--- config.mk ---
export PLATFORM = sky130hd
export DESIGN_NAME = load_align_unit
export DESIGN_NICKNAME = d
export VERILOG_FILES = /design/src/rtl/core_mem_pkg.sv /design/src/rtl/load_extend.sv /design/src/rtl/load_align_unit.sv
export SDC_FILE = /design/constraint.sdc
export NUM_CORES = 1
export LEC_CHECK = 0
export ABC_AREA = 1
export BUFFER_PORTS_ARGS = -buffer_cell sky130_fd_sc_hd__buf_2
export CELL_PAD_IN_SITES_DETAIL_PLACEMENT = 1
export CELL_PAD_IN_SITES_GLOBAL_PLACEMENT = 2
export CORE_MARGIN = 2
export CORE_UTILIZATION = 19
export DETAILED_ROUTE_END_ITERATION = 8
export PLACE_DENSITY_LB_ADDON = 0.1
export SKIP_LAST_GASP = 1
export SLEW_MARGIN = 15
export SYNTH_ARGS = -nofsm -noshare
export SYNTH_HDL_FRONTEND = slang
export SYNTH_SLANG_ARGS = --single-unit
--- constraint.sdc ---
create_clock -name clk -period 2.6 [get_ports clk]
set_input_delay 0.39 -clock clk [delete_from_list [all_inputs] [get_ports clk]]
set_output_delay 0.39 -clock clk [all_outputs]
set_load 0.05 [all_outputs]
--- src/rtl/core_mem_pkg.sv ---
// Shared memory-stage constants: load/store funct3 encodings, region codes and
// the address bits used to pick a region.
package core_mem_pkg;

    localparam logic [2:0] FNC_LB  = 3'b000;
    localparam logic [2:0] FNC_LH  = 3'b001;
    localparam logic [2:0] FNC_LW  = 3'b010;
    localparam logic [2:0] FNC_LBU = 3'b100;
    localparam logic [2:0] FNC_LHU = 3'b101;
    localparam logic [2:0] FNC_SB  = 3'b000;
    localparam logic [2:0] FNC_SH  = 3'b001;
    localparam logic [2:0] FNC_SW  = 3'b010;

    localparam logic [1:0] REG_NONE = 2'd0;
    localparam logic [1:0] REG_DMEM = 2'd1;
    localparam logic [1:0] REG_BIOS = 2'd2;
    localparam logic [1:0] REG_MMIO = 2'd3;

    localparam int unsigned MMIO_BIT = 31;
    localparam int unsigned BIOS_BIT = 30;
    localparam int unsigned DMEM_BIT = 28;

    typedef struct packed {
        logic       valid;
        logic [2:0] funct3;
        logic [1:0] off;
        logic [4:0] rd;
        logic [1:0] region;
        logic       err;
    } load_stage_t;

endpackage

--- src/rtl/load_extend.sv ---
// Byte/halfword/word extraction with sign or zero extension for loads.
module load_extend
    import core_mem_pkg::*;
#(
    parameter int unsigned DWIDTH = 32
) (
    input  logic [DWIDTH-1:0] word,
    input  logic [2:0]        funct3,
    input  logic [1:0]        off,
    output logic [DWIDTH-1:0] data
);

    logic [7:0]  byte_sel;
    logic [15:0] half_sel;

    always_comb begin
        byte_sel = word[8*off +: 8];
        half_sel = word[16*off[1] +: 16];
        data     = '0;
        case (funct3)
            FNC_LB:  data = {{(DWIDTH-8){byte_sel[7]}}, byte_sel};
            FNC_LBU: data = {{(DWIDTH-8){1'b0}}, byte_sel};
            FNC_LH:  data = {{(DWIDTH-16){half_sel[15]}}, half_sel};
            FNC_LHU: data = {{(DWIDTH-16){1'b0}}, half_sel};
            FNC_LW:  data = word;
            default: data = '0;
        endcase
    end

endmodule

--- src/rtl/load_align_unit.sv ---
// Load response path: tracks requests through the memory latency, selects the
// source memory, aligns and extends the result, and flags bad loads.
module load_align_unit
    import core_mem_pkg::*;
#(
    parameter int unsigned LATENCY = 1,
    parameter int unsigned AWIDTH  = 32,
    parameter int unsigned DWIDTH  = 32
) (
    input  logic              clk,
    input  logic              rst_n,
    input  logic              stall,
    input  logic              req_valid,
    input  logic [AWIDTH-1:0] req_addr,
    input  logic [2:0]        req_funct3,
    input  logic [4:0]        req_rd,
    input  logic [DWIDTH-1:0] dmem_dout,
    input  logic [DWIDTH-1:0] bios_dout,
    input  logic [DWIDTH-1:0] mmio_dout,
    output logic              rsp_valid,
    output logic [DWIDTH-1:0] rsp_data,
    output logic [4:0]        rsp_rd,
    output logic              rsp_err,
    output logic [2:0]        inflight
);

    load_stage_t stage_q [LATENCY];
    load_stage_t cap;
    load_stage_t last;
    logic [DWIDTH-1:0] dout_sel;
    logic [DWIDTH-1:0] ext_data;
    logic              addr_unused;

    // Only a few address bits matter here; fold the rest away.
    assign addr_unused = ^req_addr;

    always_comb begin
        cap = '0;
        if (req_valid) begin
            cap.valid  = 1'b1;
            cap.funct3 = req_funct3;
            cap.off    = req_addr[1:0];
            cap.rd     = req_rd;
            if (req_addr[MMIO_BIT])      cap.region = REG_MMIO;
            else if (req_addr[BIOS_BIT]) cap.region = REG_BIOS;
            else if (req_addr[DMEM_BIT]) cap.region = REG_DMEM;
            else                         cap.region = REG_NONE;
            case (req_funct3)
                FNC_LB, FNC_LBU: cap.err = 1'b0;
                FNC_LH, FNC_LHU: cap.err = req_addr[0];
                FNC_LW:          cap.err = |req_addr[1:0];
                default:         cap.err = 1'b1;
            endcase
            if (cap.region == REG_NONE) cap.err = 1'b1;
        end
    end

    always_ff @(posedge clk or negedge rst_n) begin
        if (!rst_n) begin
            for (int i = 0; i < LATENCY; i++) stage_q[i] <= '0;
        end else if (!stall) begin
            stage_q[0] <= cap;
            for (int i = 1; i < LATENCY; i++) stage_q[i] <= stage_q[i-1];
        end
    end

    always_comb begin
        inflight = '0;
        for (int i = 0; i < LATENCY; i++) inflight = inflight + 3'(stage_q[i].valid);
    end

    assign last = stage_q[LATENCY-1];

    always_comb begin
        dout_sel = '0;
        case (last.region)
            REG_DMEM: dout_sel = dmem_dout;
            REG_BIOS: dout_sel = bios_dout;
            REG_MMIO: dout_sel = mmio_dout;
            default:  dout_sel = '0;
        endcase
    end

    load_extend #(
        .DWIDTH(DWIDTH)
    ) u_extend (
        .word  (dout_sel),
        .funct3(last.funct3),
        .off   (last.off),
        .data  (ext_data)
    );

    assign rsp_valid = last.valid;
    assign rsp_rd    = last.rd;
    assign rsp_err   = last.valid & last.err;
    assign rsp_data  = (last.valid && !last.err) ? ext_data : '0;

endmodule

Yosys cells after proc, flatten, opt, wreduce, memory -nomap -nowiden
Cells that the tools add are included.

storage, ports and cells
  register bits = 14
  bits of input ports = 140
  output and inout bits = 42
  word-level logic and storage cells = 38

cells by class
  equal/unequal tests = 11
  shift operators = 2
  mux-type cells = 10
  bitwise gates (word level) = 1
  reductions and logical operators = 8

operator list
  kind                                                  number
  one-hot mux 32 bit (5 select lines)                   1
  one-hot mux 32 bit (3 select lines)                   1
  2-to-1 mux 32 bit                                     1
  variable part select 32 x 6 -> 16 bit                 1
  variable part select 32 x 6 -> 8 bit                  1
  2-to-1 mux 14 bit                                     1
  equality test 3 bit (second input constant)           4
  equality test 3 x 1 -> 1 bit (second input constant)  2
  equality test 3 x 2 -> 1 bit (second input constant)  2
  zero test 3 bit                                       2
  2-to-1 mux 2 bit                                      3
  OR reduction 2 bit                                    3
  equality test 2 bit (second input constant)           2
  one-hot mux 1 bit (3 select lines)                    1
  equality test 2 x 1 -> 1 bit (second input constant)  1
  zero test 2 bit                                       1
  2-to-1 mux 1 bit                                      2
  AND 1 bit                                             1
  logical AND 1 bit                                     1
  zero test 1 bit                                       1

Longest topological paths before layout
Gate-level depths: netlist (run 1).

  depth after elaboration = 7
  gate-level depth with buffers = 10
  depth with buffers taken out = 8

Cells and area by module
A second synthesis (run 1) with hierarchy kept.

unflattened totals
  cells, all modules = 480
  area total of the unflattened synthesis = 2457.4 um^2

modules (own cells, without submodules)
  module           times used  cells each  area each (um^2)
  load_align_unit  1           273         1577.8
  load_extend      1           207         879.6

Least setup slack after synthesis (run 1)
Ideal clock, no wire load.

  kind = reg2out
  start = register stage_q (netlist bit rsp_valid)
  end = output port rsp_data[2]
  arrival time = 1.930 ns
  required time = 2.210 ns
  slack = 0.280 ns
  stages on the path, launching flop included = 4
  buffers on the path = 1
  path through = dfrtp_1 -> nand2_1 -> clkbuf_1 -> a31oi_1

on the way
  cells in the longest elaborated chain, start to end = 2

RTL lines
  element            RTL line               RTL
  from (decl)        load_align_unit.sv:27  load_stage_t stage_q [LATENCY];
  logical AND 1 bit  load_align_unit.sv:96  assign rsp_data = (last.valid && !last.err) ? ext_data : '0;
  2-to-1 mux 32 bit  load_align_unit.sv:96
  to (decl)          load_align_unit.sv:21  output logic [DWIDTH-1:0] rsp_data,

No other way between the ends.

Worst setup path after layout (run 1)
  start = register stage_q (netlist bit last[1])
  end = output port rsp_data[15]

on the way
  cells in the longest elaborated chain, start to end = 5
  elaborated cells on any way between the ends = 8
  those cells by class = 3 x eq/ne; 2 x shift; 3 x mux

RTL lines
  element                                                                                        RTL line                              RTL
  equality test 2 bit or equality test 2 x 1 -> 1 bit (tied branches)                            load_align_unit.sv:76                 case (last.region)
  one-hot mux 32 bit (3 select lines) (*)                                                        load_align_unit.sv:76
  variable part select 32 x 6 -> 16 bit or variable part select 32 x 6 -> 8 bit (tied branches)  load_extend.sv:18, load_extend.sv:17
  one-hot mux 32 bit (5 select lines) (*)                                                        load_extend.sv:20                     case (funct3)
  2-to-1 mux 32 bit (*)                                                                          load_align_unit.sv:96

Every way passes the cells marked *; elsewhere a longest branch is shown, timed or not.

==> results of run 1 <==
-- stage by stage --
stage / util / setup WS (ns) / setup TNS, ns
3_3_place_gp: 0.2680 / 0.2355 / 0
2_1_floorplan: - / 0.2801 / 0
4_1_cts: 0.2757 / 0.002520 / 0
6_report: 0.2786 / 0.1441 / 0
5_1_grt: 0.2786 / -0.006087 / -0.006276
3_5_place_dp: 0.2680 / 0.1964 / 0
-- report_power, final --
part	switching [W]	internal [W]	total [W]
combinational	0.000565	0.000253	0.000818
sequential	0.0000148	0.000237	0.000252
clock	0.0000856	0.000233	0.000318
-- per-layer routing --
metal / vias to the layer above / part of all wire / track usage
li1: 1639 / - / -
met1: 1452 / 0.44 / 0.2101
met2: 89 / 0.51 / 0.2929
met3: 4 / 0.045 / 0.01002
met4: 0 / 0.0035 / 0.01606
met5: - / 0 / 0
-- flip-flops by register name (all words and copies together) (netlist names) --
register and cells:
last 8, rsp_rd 5, rsp_valid 1
-- what timing repair did --
item                       4_1_cts  5_1_grt
resized for setup                1       10
gates cloned                     0        0
setup buffers                    0        0
pin swaps                        0        0
setup endpoints to repair       16       25
-- worst min path at each step --
| stage | startpoint | endpoint | slack, ns |
|---|---|---|---|
| 2_1_floorplan | rst_n | last[0] | 0.09 |
| 3_5_place_dp | rst_n | rsp_rd[0] | 0.31 |
| 3_3_place_gp | rst_n | rsp_rd[0] | 0.31 |
| 4_1_cts | rst_n | rsp_rd[0] | 0.05 |
| 6_report | rst_n | rsp_rd[0] | 0.04 |
| 5_1_grt | rst_n | rsp_rd[0] | 0.06 |
-- worst reg2reg max path: cells and delay by family (launching register included) --
kind / cells / cell delay, ns
DFF: 1 / 0.37
buffers and inverters: 2 / 0.52
AOI/OAI and AO/OA: 1 / 0.09
-- kinds of logic (layout without fill, tap and decap cells) --
family                 count (synthesis)  count (layout)
AO/OA/AOI/OAI                         56              56
buffers and inverters                 82             221
flip-flops                            14              14
other                                  1               2
AND/OR/NAND/NOR                      258             258
-- layout by cell type (no fill, tap or decap), types with 3 or more instances in the layout --
cell type	Yosys	layout
dfrtp_1	14	13
nand2_2	2	3
a31oi_1	6	6
nand2_1	136	135
o21ai_0	6	6
clkbuf_16	0	3
a21oi_2	23	23
nand3_1	85	85
o21bai_1	6	6
inv_1	48	48
buf_2	3	148
nand4_1	17	17
buf_12	0	3
buf_4	11	11
nor2_1	10	10
nand3_2	3	3
a21oi_1	5	5
o22ai_1	8	8
-- area by class of cell --
type / instances / share of cell area
clock buffer: 4 / 0.02654
inverter: 51 / 0.05794
multi-input combinational: 316 / 0.4770
sequential: 14 / 0.1050
tap: 147 / 0.05495
timing repair buffer: 166 / 0.2785
==> qor.csv, run 1 <==
stage,metric,value,unit
placed_design,hpwl,8.837,mm
logic_synthesis,synth_top_family_by_area,simple AND/OR/NAND/NOR gates,
timing,finalSetupViolCount,0,
logic_synthesis,synth_edf_count,0,
logic_synthesis,synth_flop_cell,dfrtp_1,
detailed_routing,drt-initial-drc-count,99,
critical_path,path_max_fanout,24,
timing,period_share,0.9446,
placed_design,place_congestion,0.7317,
critical_path,required,2.21,ns
logic_synthesis,synthCells,411,
critical_path,r2r-start,last[9],
global_routing,grt_pass1_vias,3297,
critical_path,reg2reg_slack,1.49,ns
clocking,cts_tree,yes,
global_routing,grt_pass1_wl,16.77,mm
clocking,cts_root_buf,clkbuf_16,
placed_design,place_area,0.003219,mm²
clocking,cts.sinks,14,
global_routing,grt_util_all_layers,0.1588,
finish,fin_nets,692,
clocking,holdBufCountCts,0,
finish,diodes,0,
pwr,max-vdd-ir-drop,0.3206,mV
placed_design,port-buffer-count,152,
logic_synthesis,netlist_area,0.002347,mm²
logic_synthesis,ys_ff_latch,14,
critical_path,critPathBufInv,2,
logic_synthesis,yosysSeqAreaShare,0.1493,
critical_path,crit_path_end_kind,output pin,
timing,hold_violations,0,
clocking,ctsHtreeMaxLevel,1,
finish,area_growth,42.59,%
logic_synthesis,synth_compound_area_frac,0.1711,
detailed_routing,viasPerCell,4.562,
logic_synthesis,yosysMostFrequentCell,nand2_1,
finish,area.sequential,351.6,µm²
timing,holdWs,0.03701,ns
detailed_routing,first_pass_iters,4,
logic_synthesis,avgSynthCellArea,5.711,µm²
timing,tightest_slew,0.5163,ns
critical_path,slowest_stage,dfrtp_1,
finish,stdcell_area,0.003347,mm²
finish,layout.cells.non_filler,698,
logic_synthesis,yosys_warnings,0,
logic_synthesis,synth-simple-area-share,0.4989,
clocking,cts_made_buffers,3,
logic_synthesis,netlist_top_cells_area,"nand2_1, nand3_1, dfrtp_1, a21oi_2, inv_1",
detailed_routing,routedWlPerCell,15.56,µm
critical_path,crit_family,simple AND/OR/NAND/NOR gates,
logic_synthesis,synth-xor-area-share,0,
detailed_routing,vias,3184,
placed_design,dp_cells,694,
floorplan,core,0.01201,mm²
flow_run,drv_cap,0,
global_routing,antenna_found_initial,0,
pwr,power.density,414.5,mW/mm²
logic_synthesis,yosysUniqueCellTypes,26,
critical_path,crit_end,rsp_data[15],
critical_path,path_cells,buf_8 > nand3_1 > nand4_2 > nand3_2 > nand2_2 > nand2_8 > a21oi_2 > buf_12,
floorplan,pin_count,182,
floorplan,start_util,0.1954,
detailed_routing,drc,0,
worst_hold_path,hp-class,in -> async,
clocking,max-clock-path-buffers,2,
critical_path,crit_cells,8,
finish,layout-drive-gt1-share,0.3757,
logic_synthesis,synth_mux_area_frac,0,
critical_path,worstRegToRegCells,3,
global_routing,grt_start_max_net_pins,27,
outcome,outcome,"complete, no violations",
detailed_routing,ant_nets,0,
timing,min_period,2.456,ns
timing,drv_slew,0,
logic_synthesis,synth_async_sr_flop_share,1.000,
critical_path,crit_path_max_incr_delay,0.41,ns
critical_path,cp-startpoint,last[1],
global_routing,grt-ovfl-total,0,
logic_synthesis,synth_commonest_cells,"nand2_1, nand3_1, inv_1",
logic_synthesis,netlist.area_leader.share,0.2175,
critical_path,worstSetupPathType,reg -> out,
critical_path,arrival,2.07,ns
finish,multi_input_area,0.001597,mm²
floorplan,rows,40,
clocking,insertion_delay,0.24,ns
timing,relSlewSlack,0.6546,
floorplan,die_h,115.2,µm
finish,nFillCells,1620,
floorplan,die_area,0.01326,mm²
pwr,power,0.001387,W
clocking,cts.clk_slew.worst_paths,0.05,ns
timing,skew,0,ns
logic_synthesis,yosys.area.top_type,nand2_1,
pwr,leakage,1.859,nW
logic_synthesis,synthAdderAreaFrac,0,
critical_path,r2r_end,last[9],
detailed_routing,wirelength,10.86,mm
critical_path,critPathLaunchType,register,
timing,fmax,407.2,MHz
floorplan,die_x,115.2,µm
Power figures use the tool's default switching activity.
==> inputs of run 2 (changes only) <==
- CORE_ASPECT_RATIO: default -> 1.5
==> qor.csv, run 2 (synthesized netlist as in run 1, its figures left out) <==
stage,metric,value,unit,change
clocking,insertion_delay,0.25,ns,was 0.24 ns
pwr,p_int,0.0007211,W,was 0.0007224 W
detailed_routing,wl_met2,6.346,mm,was 5.505 mm
detailed_routing,first_pass_iters,4,,unchanged
timing,fin_setup_tns,0,ns,unchanged
detailed_routing,vias,3221,,was 3184
pwr,combPwrFrac,0.587,,was 0.589
pwr,power.switching,0.0006864,W,was 0.0006650 W
finish,fin_nets,693,,was 692
floorplan,die_h,140.1,µm,was 115.2 µm
finish,largest_reg_flops,8,,unchanged
pwr,p_sw_frac,0.4877,,was 0.4793
finish,final_common_cell,buf_2,,unchanged
finish,fin_util,0.2786,,about the same
timing,period_share,0.9379,,was 0.9446
finish,area_growth,42.64,%,was 42.59%
global_routing,antenna_found_initial,0,,unchanged
placed_design,hpwl,9.303,mm,was 8.837 mm
detailed_routing,top_layer_used,met4,,unchanged
critical_path,crit_path_end_kind,output pin,,unchanged
critical_path,path_max_fanout,24,,unchanged
placed_design,port-buffer-count,152,,unchanged
pwr,leakage,1.857,nW,was 1.859 nW
timing,finalSetupViolCount,0,,unchanged
placed_design,place_congestion,0.7809,,was 0.7317
timing,drv_slew,0,,unchanged
critical_path,worstSetupPathType,reg -> out,,unchanged
finish,diodes,0,,unchanged
timing,rsz0062_at_grt,false,,
worst_hold_path,hp-class,in -> async,,unchanged
finish,layout-drive-gt1-share,0.3750,,was 0.3757
detailed_routing,wirelength,11.43,mm,was 10.86 mm
pwr,clkPwrFrac,0.235,,was 0.229
detailed_routing,drt-initial-drc-count,107,,was 99
clocking,ctsHtreeMaxLevel,1,,unchanged
detailed_routing,viasPerCell,4.569,,was 4.562
floorplan,rows,49,,was 40
clocking,cts_made_buffers,3,,unchanged
outcome,outcome,"complete, no violations",,unchanged
clocking,cts_tree,yes,,unchanged
clocking,cts.clk_slew.worst_paths,0.05,ns,about the same
timing,fmax,410.1,MHz,was 407.2 MHz
global_routing,grt_pass1_wl,17.33,mm,was 16.77 mm
global_routing,grt_start_max_net_pins,28,,was 27
finish,layout.cells.non_filler,705,,was 698
detailed_routing,drc,0,,unchanged
detailed_routing,wl_met1,4.446,mm,was 4.827 mm
global_routing,grt_pass1_vias,3351,,was 3297
detailed_routing,routedWlPerCell,16.22,µm,was 15.56 µm
placed_design,dp_cells,701,,was 694
clocking,cts.sinks,14,,unchanged
critical_path,required,2.21,ns,about the same
floorplan,core,0.01202,mm²,was 0.01201 mm²
pwr,max-vdd-ir-drop,0.3780,mV,was 0.3206 mV
pwr,p_seq_frac,0.178,,was 0.181
timing,skew,0,ns,unchanged
flow_run,drv_cap,0,,unchanged
timing,min_period,2.439,ns,was 2.456 ns
global_routing,grt_util_all_layers,0.1685,,was 0.1588
floorplan,die_area,0.01328,mm²,was 0.01326 mm²
timing,hold_violations,0,,unchanged
floorplan,die_x,94.75,µm,was 115.2 µm
detailed_routing,ant_nets,0,,unchanged
global_routing,grt-ovfl-total,0,,unchanged
pwr,power.density,420.4,mW/mm²,was 414.5 mW/mm²
finish,nFillCells,1617,,was 1620
floorplan,start_util,0.1953,,was 0.1954
finish,final_cell_mix,"buf_2, nand2_1, nand3_1",,unchanged
clocking,max-clock-path-buffers,2,,unchanged
critical_path,arrival,2.05,ns,was 2.07 ns
clocking,cts_root_buf,clkbuf_16,,unchanged
critical_path,critPathLaunchType,register,,unchanged
detailed_routing,wl_met3,518,µm,was 492 µm
floorplan,pin_count,182,,unchanged
[run 2: changes by cell type in the layout (fill, tap and decap cells not counted), sizes merged]
cell    delta
buf        -4
clkbuf     +5
[run 2: repair_timing]
action                     in CTS  in global routing
setup endpoints to repair       9                 24
pin swaps                       0                  0
gates resized for setup         1                 12
setup buffers                   0                  0
hold buffers                    0                  0
[run 2: final timing paths]
check / to / slack [ns] / cells past startpoint / startpoint
max: rsp_data[10] / 0.16 / 8 / last[2]
min: rsp_rd[3] / 0.04 / 1 / rst_n
max reg2reg: last[1] / 1.73 / 2 / last[1]
min reg2reg: rsp_rd[2] / 0.47 / 2 / rsp_rd[2]
max in group asynchronous: last[1] / 2.30 / 1 / rst_n
min in group clk: rsp_rd[4] / 0.37 / 3 / req_rd[4]
[run 2: critical path, cell delays in order (launching register included)]
cell,delay [ns]
dfrtp_1,0.44
buf_4,0.24
nand3_2,0.11
nand4_2,0.13
nand3_2,0.09
nand2_2,0.13
nand2_8,0.19
a21oi_2,0.18
buf_2,0.30
[run 2: power groups by stage]
stage / Combinational (W) / Sequential, W / Clock (W)
final: 0.000826 / 0.000251 / 0.000330
after global routing: 0.000904 / 0.000254 / 0.000349
after CTS: 0.000834 / 0.000250 / 0.000342
after detailed placement: 0.000827 / 0.000253 / 0
after global placement: 0.000820 / 0.000253 / 0
after floorplan: 0.000566 / 0.000256 / 0
[run 2: final cells by class]
type                       count  area, µm²  share of cell area
sequential                    14      350.3              0.1046
inverter                      51      193.9             0.05792
timing repair buffer         167      927.1              0.2769
multi-input combinational    316       1597              0.4768
tap                          153      191.4             0.05718
clock buffer                   4      88.84             0.02653
[run 2: metrics by stage]
stage	hold slack, ns	total power (W)	setup WS, ns	area [µm²]
after floorplan	0.09441	0.0008214	0.2801	2351
after global placement	0.3098	0.001072	0.2377	3217
after detailed placement	0.3218	0.001080	0.2526	3217
after CTS	0.04845	0.001426	0.05261	3314
after global routing	0.06311	0.001506	0.003703	3348
final	0.04116	0.001407	0.1615	3348
[run 2: per-layer routing]
metal	vias up	global-route usage
li1	1633	-
met1	1501	0.1909
met2	80	0.3326
met3	7	0.01291
met4	0	0.03432
met5	-	0
